[src/rtl/fifo_arb_pkg.sv]
// Shared types and constants for the FIFO push-port arbiter.
package fifo_arb_pkg;

  typedef enum logic {
    IDLE  = 1'b0,
    BURST = 1'b1
  } arb_state_e;

  localparam int unsigned DEFAULT_MAX_BURST = 4;

  // Width of an index able to address n requesters (at least one bit).
  function automatic int unsigned idx_width(input int unsigned n);
    return (n <= 2) ? 1 : $clog2(n);
  endfunction

endpackage

[src/rtl/fifo_rr_pick.sv]
// Combinational round-robin picker: first set bit of req at or after start,
// wrapping modulo NUM_REQ.
module fifo_rr_pick
  import fifo_arb_pkg::*;
#(
  parameter int unsigned NUM_REQ   = 4,
  parameter int unsigned IDX_WIDTH = 2
) (
  input  logic [NUM_REQ-1:0]   req,
  input  logic [IDX_WIDTH-1:0] start,
  output logic                 any_valid,
  output logic [IDX_WIDTH-1:0] winner
);

  // Scan from start upward and keep the first hit.
  always_comb begin
    int unsigned idx;
    idx       = 0;
    any_valid = 1'b0;
    winner    = '0;
    for (int unsigned i = 0; i < NUM_REQ; i++) begin
      idx = (32'(start) + i) % NUM_REQ;
      if (!any_valid && req[idx]) begin
        any_valid = 1'b1;
        winner    = IDX_WIDTH'(idx);
      end
    end
  end

endmodule

[src/rtl/fifo_push_arbiter.sv]
// Round-robin arbiter sharing one FIFO push port among NUM_REQ requesters,
// with bounded bursts and combinational back-pressure on fifo_full.
module fifo_push_arbiter
  import fifo_arb_pkg::*;
#(
  parameter int unsigned NUM_REQ       = 4,
  parameter int unsigned DATA_WIDTH    = 32,
  parameter int unsigned MAX_BURST     = DEFAULT_MAX_BURST,
  parameter int unsigned REQ_IDX_WIDTH = idx_width(NUM_REQ)
) (
  input  logic                          clk,
  input  logic                          reset_n,
  input  logic [NUM_REQ-1:0]            req_valid,
  input  logic [NUM_REQ*DATA_WIDTH-1:0] req_data,
  output logic [NUM_REQ-1:0]            req_ready,
  output logic                          fifo_push,
  output logic [DATA_WIDTH-1:0]         fifo_data_in,
  input  logic                          fifo_full,
  output logic                          grant_valid,
  output logic [REQ_IDX_WIDTH-1:0]      grant_id
);

  localparam int unsigned CNT_W = $clog2(MAX_BURST + 1);

  typedef logic [REQ_IDX_WIDTH-1:0] idx_t;

  arb_state_e       state, state_next;
  idx_t             grant_q, grant_next;
  idx_t             rr_ptr, rr_next;
  idx_t             winner, rr_after;
  logic [CNT_W-1:0] beat_cnt, cnt_next;
  logic             any_valid;
  logic             holder_valid;
  logic             fire;
  logic             last_beat;
  logic             burst_end;

  fifo_rr_pick #(
    .NUM_REQ   (NUM_REQ),
    .IDX_WIDTH (REQ_IDX_WIDTH)
  ) u_pick (
    .req       (req_valid),
    .start     (rr_ptr),
    .any_valid (any_valid),
    .winner    (winner)
  );

  assign rr_after = (winner == idx_t'(NUM_REQ - 1)) ? '0 : winner + idx_t'(1);

  // Holder status: its valid, whether it fires, and whether the burst ends here.
  always_comb begin
    holder_valid = 1'b0;
    for (int unsigned i = 0; i < NUM_REQ; i++) begin
      if (grant_q == idx_t'(i)) holder_valid = req_valid[i];
    end
    fire      = (state == BURST) && !fifo_full && holder_valid;
    last_beat = fire && (beat_cnt == CNT_W'(MAX_BURST - 1));
    burst_end = (state == BURST) && (!holder_valid || last_beat);
  end

  // State register.
  always_ff @(posedge clk or negedge reset_n) begin
    if (!reset_n) state <= IDLE;
    else          state <= state_next;
  end

  // Next state plus grant/pointer/beat updates; a finished burst re-arbitrates
  // in the same edge so waiting requesters see no dead cycle.
  always_comb begin
    state_next = state;
    grant_next = grant_q;
    rr_next    = rr_ptr;
    cnt_next   = beat_cnt;
    case (state)
      IDLE: begin
        if (any_valid) begin
          state_next = BURST;
          grant_next = winner;
          rr_next    = rr_after;
          cnt_next   = '0;
        end
      end
      BURST: begin
        if (burst_end) begin
          cnt_next = '0;
          if (any_valid) begin
            grant_next = winner;
            rr_next    = rr_after;
          end else begin
            state_next = IDLE;
          end
        end else if (fire) begin
          cnt_next = beat_cnt + CNT_W'(1);
        end
      end
      default: state_next = IDLE;
    endcase
  end

  // Grant, round-robin pointer and beat counter registers.
  always_ff @(posedge clk or negedge reset_n) begin
    if (!reset_n) begin
      grant_q  <= '0;
      rr_ptr   <= '0;
      beat_cnt <= '0;
    end else begin
      grant_q  <= grant_next;
      rr_ptr   <= rr_next;
      beat_cnt <= cnt_next;
    end
  end

  // Outputs: ready/push/data are combinational so fifo_full gates them in-cycle.
  always_comb begin
    req_ready    = '0;
    fifo_data_in = '0;
    grant_valid  = (state == BURST);
    grant_id     = grant_q;
    fifo_push    = fire;
    if (state == BURST) begin
      for (int unsigned i = 0; i < NUM_REQ; i++) begin
        if (grant_q == idx_t'(i)) begin
          req_ready[i] = !fifo_full;
          fifo_data_in = req_data[i*DATA_WIDTH +: DATA_WIDTH];
        end
      end
    end
  end

endmodule
[config.mk]
export PLATFORM = sky130hd
export DESIGN_NAME = fifo_push_arbiter
export DESIGN_NICKNAME = d
export VERILOG_FILES = /design/src/rtl/fifo_arb_pkg.sv /design/src/rtl/fifo_rr_pick.sv /design/src/rtl/fifo_push_arbiter.sv
export SDC_FILE = /design/constraint.sdc
export NUM_CORES = 1
export LEC_CHECK = 0
export CAP_MARGIN = 10
export CORE_ASPECT_RATIO = 1.4
export CORE_MARGIN = 2
export CORE_UTILIZATION = 30
export DETAILED_ROUTE_END_ITERATION = 8
export PLACE_DENSITY = 0.93
export SETUP_SLACK_MARGIN = 0.3
export SYNTH_ARGS = -nofsm -noshare
export SYNTH_HDL_FRONTEND = slang
export SYNTH_HIERARCHICAL = 1
export SYNTH_SLANG_ARGS = --single-unit
[constraint.sdc]
create_clock -name clk -period 2.6 [get_ports clk]
set_input_delay 0.39 -clock clk [delete_from_list [all_inputs] [get_ports clk]]
set_output_delay 0.39 -clock clk [all_outputs]
set_load 0.03 [all_outputs]
==> results of run 1 <==
## cells by family after synthesis
family,Yosys count,share of synthesized area (%)
buffers and inverters,21,6.17
flip-flops,8,13.3
multiplexers,38,53.2
AO/OA/AOI/OAI,11,5.59
AND/OR/NAND/NOR,48,19.2
adder cells (fa/ha/maj),3,2.50
## Yosys cell counts (all sizes together) (2+ instances only)
master	instances
mux2	4
nor2	4
dfrtp	8
inv	9
mux4	33
clkbuf	4
a31oi	2
nand2b	2
nand2	2
buf	8
o22ai	2
ha	3
nand3	2
and2	33
a21oi	4
## cell type report
cell class	count	area share [%]
flip-flops and latches	8	6.19
multi-input cells	100	36.4
inverters	9	1.02
clock buffers	4	1.36
well taps	64	2.42
repair buffers	181	52.6
## metrics by stage
stage | util (%) | instances | setup slack [ns] | cell area [um2] | total power [W]
5_1_grt | 68.4 | 366 | 0.371 | 3310 | 0.00327
3_5_place_dp | 66.9 | 359 | 0.347 | 3240 | 0.00290
6_report | 68.4 | 366 | 0.424 | 3310 | 0.00308
4_1_cts | 68.4 | 366 | 0.323 | 3310 | 0.00312
2_1_floorplan | - | 129 | 0.349 | 1500 | 0.00198
3_3_place_gp | 66.9 | 359 | 0.389 | 3240 | 0.00286
## final timing paths
check | depth (start not counted) | start | to | slack [ns]
max in group asynchronous | 1 | reset_n | grant_id[0]$_DFFE_PN0P_ | 1.87
worst min-delay path | 1 | reset_n | rr_ptr[1]$_DFFE_PN0P_ | 0.44
worst max-delay path | 4 | req_valid[0] | fifo_push | 0.42
worst min register to register | 1 | beat_cnt[0]$_DFFE_PN0P_ | beat_cnt[0]$_DFFE_PN0P_ | 0.48
min in group clk | 1 | beat_cnt[0]$_DFFE_PN0P_ | beat_cnt[0]$_DFFE_PN0P_ | 0.48
worst max register to register | 4 | grant_id[0]$_DFFE_PN0P_ | grant_id[0]$_DFFE_PN0P_ | 0.71
## worst max-delay path: stages
cell and delay [ns]:
sky130_fd_sc_hd__clkdlybuf4s50_1 0.48, sky130_fd_sc_hd__mux4_2 0.58, sky130_fd_sc_hd__and2_1 0.18, sky130_fd_sc_hd__buf_4 0.16
## cells in the final DEF, fill, tap and decap left out, types with 2 or more instances in the layout
master / count
sky130_fd_sc_hd__a21oi_1: 4
sky130_fd_sc_hd__and2_1: 33
sky130_fd_sc_hd__buf_12: 3
sky130_fd_sc_hd__buf_4: 40
sky130_fd_sc_hd__clkbuf_8: 3
sky130_fd_sc_hd__clkdlybuf4s50_1: 137
sky130_fd_sc_hd__dfrtp_1: 6
sky130_fd_sc_hd__ha_1: 3
sky130_fd_sc_hd__inv_1: 8
sky130_fd_sc_hd__mux2_2: 4
sky130_fd_sc_hd__mux4_2: 33
sky130_fd_sc_hd__nand2_1: 2
sky130_fd_sc_hd__nand2b_1: 2
sky130_fd_sc_hd__nand3_1: 2
sky130_fd_sc_hd__nor2_1: 4
sky130_fd_sc_hd__o22ai_1: 2
## sequential cells by signal, indices dropped and copies added (netlist names)
| name | count |
|---|---|
| beat_cnt | 3 |
| grant_id | 2 |
| grant_valid | 1 |
| rr_ptr | 2 |
## per-layer routing
metal / part of all wire [%] / routed length (um)
met1: 33 / 2080
met2: 54 / 3430
met3: 13 / 801
met4: 1.2 / 74
met5: 0 / 0
## power by group
| group | switching [W] | leakage, nW | total (W) | internal [W] |
|---|---|---|---|---|
| clock network | 0.0000524 | 0.0228 | 0.000159 | 0.000107 |
| logic | 0.00127 | 1.18 | 0.00265 | 0.00138 |
| registers | 0.0000894 | 0.0946 | 0.000271 | 0.000181 |
## repair_timing
item                                    in CTS  in global routing
setup buffers                                3                  0
endpoints found under the setup margin      26                 26
gates resized for setup                      2                  1
==> out/summary.json, run 1 <==
{
  "fp-row-count": 30,
  "cts.sinks": 8,
  "clock-skew-final_ns": 0.00396,
  "synth-edff-count": 0,
  "grt_pass1_vias": 1909,
  "relative_max_transition_margin_pct": 75.7,
  "layout_overhead_on_the_synthesized_area_pct": 121,
  "setup_viol_count_final": 0,
  "htreeDepth": 1,
  "crit_fanout": 5,
  "global_route.peak_usage_layer": "met2",
  "cp_data_arrival_time_ns": 1.79,
  "grt_first_pass_wirelength_um": 9810,
  "synth_seq_cells": 8,
  "final_nets": 441,
  "clock_tree_from_tritoncts": "built",
  "syn_area_um2": 1500,
  "vdd.ir_drop.worst_uv": 711,
  "holdWs_ns": 0.437,
  "hold_viol_final": 0,
  "floorplan.io_pins": 175,
  "routed-via-count": 1804,
  "globalRouteMet3Util_pct": 9.77,
  "post_cts_hold_buffer_count": 0,
  "core-area_um2": 4840,
  "met1_track_demand_over_resource_pct": 23.3,
  "root_buffer": "sky130_fd_sc_hd__clkbuf_8",
  "seq_area_um2": 205,
  "ys_async_sr_fraction_pct": 100,
  "max_freq_ghz": 0.460,
  "pin_count_of_the_biggest_net_entering_global_routing": 37,
  "initial_core_util_pct": 31.0,
  "route.detailed.vias_per_inst": 4.93,
  "port_buffers": 174,
  "worst_margin_slew_ns": 0.364,
  "most_area_hungry_cell_type_in_the_yosys_netlist": "sky130_fd_sc_hd__mux4_2",
  "grt_util_all_layers_pct": 22.8,
  "synth_cells": 129,
  "drt-wirelength-per-cell_um": 17.5,
  "floorplan.die_area_um2": 5590,
  "drt.antenna.violating_nets": 0,
  "netlist-cell-type-count": 28,
  "die_height_um": 87.7,
  "layout_cell_share_with_drive_strength_beyond_1_pct": 29.1,
  "remaining_drc_errors": 0,
  "cap_viol_max_count": 0,
  "yosys-top-cells-area": "sky130_fd_sc_hd__mux4_2 (50%), sky130_fd_sc_hd__and2_1 (14%), sky130_fd_sc_hd__dfrtp_1 (13%)",
  "layout_worst_path_cycle_share_pct": 83.7,
  "clock_tree_buffer_depth": 2,
  "syn_nets": 267,
  "leakagePower_nw": 1.30,
  "fin_setup_tns_ns": 0,
  "maxSlewViolCount": 0,
  "clkSlewWorstSetupHoldPaths_ns": 0.04,
  "synthFlopType": "sky130_fd_sc_hd__dfrtp_1",
  "critPathRequiredTime_ns": 2.21,
  "detail_route.wirelength_um": 6390,
  "clock_latency_late_sink_ns": 0.23,
  "fin_crit_ns": 2.18,
  "grt_util_met2_pct": 42.5,
  "result_of_the_run": "finished, final reports clean",
  "rsz0062_at_grt": "false",
  "yosys_warnings": 6,
  "detailed_place_hpwl_um": 5530,
  "critical_path.endpoint_type": "output port",
  "final.fill_count": 375,
  "worstHoldPathType": "input port to asynchronous set/reset pin",
  "crit_type": "input port to output port",
  "drt_iter0_drc": 42,
  "die_w_um": 63.8,
  "antenna_found_initial": 0,
  "netlist.area_leader.share_pct": 49.5,
  "grt-ovfl-total": 0,
  "crit_path_start_kind": "input port",
  "cts_inserted_buffers": 3,
  "postSynthAreaPerCell_um2": 11.6,
  "power-per-cell-area_nw_per_um2": 930,
  "place_congestion": 0.772,
  "multiInputGateArea_um2": 1210,
  "drtPass1Iterations": 4,
  "sequential_to_total_area_share_from_yosys_stat_pct": 13.3,
  "antenna_cells": 0
}
No activity file was read; power rests on OpenSTA's default activity.
==> run 2: changes to the inputs <==
--- a/config.mk
+++ b/config.mk
@@ -8,9 +8,9 @@
 export CAP_MARGIN = 10
 export CORE_ASPECT_RATIO = 1.4
 export CORE_MARGIN = 2
-export CORE_UTILIZATION = 30
+export CORE_UTILIZATION = 28
 export DETAILED_ROUTE_END_ITERATION = 8
-export PLACE_DENSITY = 0.93
+export PLACE_DENSITY = 0.87
 export SETUP_SLACK_MARGIN = 0.3
 export SYNTH_ARGS = -nofsm -noshare
 export SYNTH_HDL_FRONTEND = slang
==> constraint.sdc (replaced) <==
create_clock -name clk -period 2.2 [get_ports clk]
set_input_delay 0.33 -clock clk [delete_from_list [all_inputs] [get_ports clk]]
set_output_delay 0.33 -clock clk [all_outputs]
set_load 0.03 [all_outputs]
==> out/summary.json, run 2 (same netlist as run 1, synthesis figures left out) <==
{
  "cts_inserted_buffers": {"value": 3, "change": "unchanged"},
  "grt_first_pass_wirelength": {"value": 11100, "unit": "um", "change": "+13%"},
  "critPathRequiredTime": {"value": 1.87, "unit": "ns", "change": "-0.34 ns"},
  "layout_worst_path_cycle_share_pct": 99.9,
  "rsz0062_at_grt": "true",
  "remaining_drc_errors": {"value": 0, "change": "unchanged"},
  "holdWs": {"value": 0.383, "unit": "ns", "change": "-0.0544 ns"},
  "place_congestion": {"value": 0.800, "change": "+3.6%"},
  "floorplan.die_area": {"value": 5970, "unit": "um2", "change": "+6.7%"},
  "largest_register_ffs": {"value": 3, "change": "unchanged"},
  "die_w": {"value": 65.9, "unit": "um", "change": "+3.3%"},
  "drt.antenna.violating_nets": {"value": 0, "change": "unchanged"},
  "detailed_place.area": {"value": 3410, "unit": "um2", "change": "+5.1%"},
  "worst_margin_slew": {"value": 0.387, "unit": "ns", "change": "+0.0227 ns"},
  "root_buffer": "sky130_fd_sc_hd__clkbuf_8",
  "grt-ovfl-total": {"value": 0, "change": "unchanged"},
  "fp-row-count": {"value": 31, "change": "+3.3%"},
  "cts.sinks": {"value": 8, "change": "unchanged"},
  "worstHoldPathType": "input port to asynchronous set/reset pin",
  "cap_viol_max_count": {"value": 0, "change": "unchanged"},
  "fin_crit_ns": 2.20,
  "layout.cells.most_common": "sky130_fd_sc_hd__clkdlybuf4s50_1",
  "maxSlewViolCount": {"value": 0, "change": "unchanged"},
  "register_ranked_first_by_flip_flop_count": "beat_cnt",
  "mostFrequentLayoutCells": "sky130_fd_sc_hd__clkdlybuf4s50_1 (135), sky130_fd_sc_hd__mux4_2 (33), sky130_fd_sc_hd__buf_6 (33)",
  "clock-skew-final": {"value": 0.00514, "unit": "ns", "change": "+0.00119 ns"},
  "routed-via-count": {"value": 1975, "change": "+9.5%"},
  "leakagePower": {"value": 1.54, "unit": "nW", "change": "+18%"},
  "power-per-cell-area": {"value": 1240, "unit": "nW/um2", "change": "+34%"},
  "vdd.ir_drop.worst": {"value": 589, "unit": "uV", "change": "-17%"},
  "setup_viol_count_final": {"value": 0, "change": "unchanged"},
  "layout_cell_share_with_drive_strength_beyond_1": {"value": 42.9, "unit": "%", "change": "+14 points"},
  "pin_count_of_the_biggest_net_entering_global_routing": {"value": 33, "change": "-11%"},
  "hold_viol_final": {"value": 0, "change": "unchanged"},
  "crit_path_start_kind": "flop",
  "antenna_found_initial": {"value": 0, "change": "unchanged"},
  "crit_fanout": {"value": 8, "change": "+3"},
  "drtPass1Iterations": {"value": 4, "change": "unchanged"},
  "crit_type": "flop to output port",
  "port_buffers": {"value": 174, "change": "unchanged"},
  "initial_core_util": {"value": 29.1, "unit": "%", "change": "-1.9 points"},
  "route.detailed.vias_per_inst": {"value": 5.13, "change": "+4.1%"},
  "drt-wirelength-per-cell": {"value": 20.1, "unit": "um", "change": "+15%"},
  "core-area": {"value": 5160, "unit": "um2", "change": "+6.5%"},
  "final_nets": {"value": 458, "change": "+3.9%"},
  "htreeDepth": {"value": 1, "change": "unchanged"},
  "floorplan.io_pins": {"value": 175, "change": "unchanged"},
  "relative_max_transition_margin": {"value": 74.1, "unit": "%", "change": "-1.5 points"},
  "cp_data_arrival_time": {"value": 1.87, "unit": "ns", "change": "+0.08 ns"},
  "fin_setup_tns": {"value": 0, "unit": "ns", "change": "unchanged"},
  "clock_latency_late_sink": {"value": 0.24, "unit": "ns", "change": "about the same"},
  "layout_overhead_on_the_synthesized_area_pct": 151,
  "drt_iter0_drc": {"value": 52, "change": "+24%"},
  "grt_pass1_vias": {"value": 2058, "change": "+7.8%"},
  "detailed_place_hpwl": {"value": 5920, "unit": "um", "change": "+6.9%"},
  "critical_path.endpoint_type": "output port",
  "grt_util_all_layers": {"value": 24.4, "unit": "%", "change": "+1.6 points"},
  "clkSlewWorstSetupHoldPaths": {"value": 0.05, "unit": "ns", "change": "about the same"},
  "postLayoutCoreUtil": {"value": 72.9, "unit": "%", "change": "+4.5 points"},
  "final_cell_area": {"value": 3760, "unit": "um2", "change": "+14%"},
  "clock_tree_buffer_depth": {"value": 2, "change": "unchanged"},
  "die_height": {"value": 90.6, "unit": "um", "change": "+3.3%"},
  "detail_route.wirelength": {"value": 7730, "unit": "um", "change": "+21%"},
  "result_of_the_run": "finished, final reports clean",
  "max_freq_ghz": 0.455,
  "clock_tree_from_tritoncts": "built",
  "antenna_cells": {"value": 0, "change": "unchanged"}
}
[run 2: per-layer routing]
layer | part of all wire (%) | GRT usage, % | up-vias
li1 | - | - | 879
met1 | 33 | 25.6 | 965
met2 | 54 | 45.0 | 112
met3 | 11 | 8.73 | 19
met4 | 2.3 | 5.38 | 0
met5 | 0 | 0 | -
[run 2: critical path, stage by stage, from the launching register on]
cell	delay, ns
sky130_fd_sc_hd__dfrtp_2	0.46
sky130_fd_sc_hd__buf_12	0.13
sky130_fd_sc_hd__buf_16	0.13
sky130_fd_sc_hd__buf_6	0.11
sky130_fd_sc_hd__mux4_2	0.49
sky130_fd_sc_hd__and2_4	0.18
sky130_fd_sc_hd__buf_6	0.13
[run 2: report_power, final]
part | internal, W | switching (W) | total [W]
combinational | 0.00243 | 0.00177 | 0.00420
clock | 0.000126 | 0.0000676 | 0.000194
sequential | 0.000208 | 0.0000749 | 0.000283
[run 2: final timing paths]
check / start / end / slack [ns] / depth (start not counted)
max reg2reg: grant_id[0]$_DFFE_PN0P_ / rr_ptr[1]$_DFFE_PN0P_ / 0.09 / 5
min reg2reg: beat_cnt[0]$_DFFE_PN0P_ / beat_cnt[0]$_DFFE_PN0P_ / 0.48 / 1
min in group clk: beat_cnt[0]$_DFFE_PN0P_ / beat_cnt[0]$_DFFE_PN0P_ / 0.48 / 1
min: reset_n / beat_cnt[2]$_DFFE_PN0P_ / 0.38 / 1
max: grant_id[0]$_DFFE_PN0P_ / fifo_data_in[0] / 0.003 / 6
max in group asynchronous: reset_n / grant_id[0]$_DFFE_PN0P_ / 1.52 / 1
[run 2: stage by stage]
step           cells  power [W]  setup WS, ns
4_1_cts          378    0.00427        0.0189
3_5_place_dp     366    0.00373        -0.150
6_report         385    0.00468       0.00286
2_1_floorplan    129    0.00246         0.290
5_1_grt          385    0.00490       -0.0495
3_3_place_gp     366    0.00366        -0.111
[run 2: what timing repair did]
| action | 4_1_cts | 5_1_grt |
|---|---|---|
| cloned | 2 | 0 |
| setup endpoints to repair | 37 | 41 |
| buffers inserted | 6 | 7 |
| resized for setup | 161 | 47 |
| hold buffers | 0 | 0 |
| pin swaps | 0 | 0 |
[run 2: final cells by class]
type / instances / area, um2
Sequential cell: 8 / 201
Inverter: 9 / 33.8
Multi-Input combinational cell: 100 / 1290
Fill cell: 364 / 1400
Tap cell: 66 / 82.6
Timing Repair Buffer: 198 / 2110
Clock buffer: 4 / 45.0
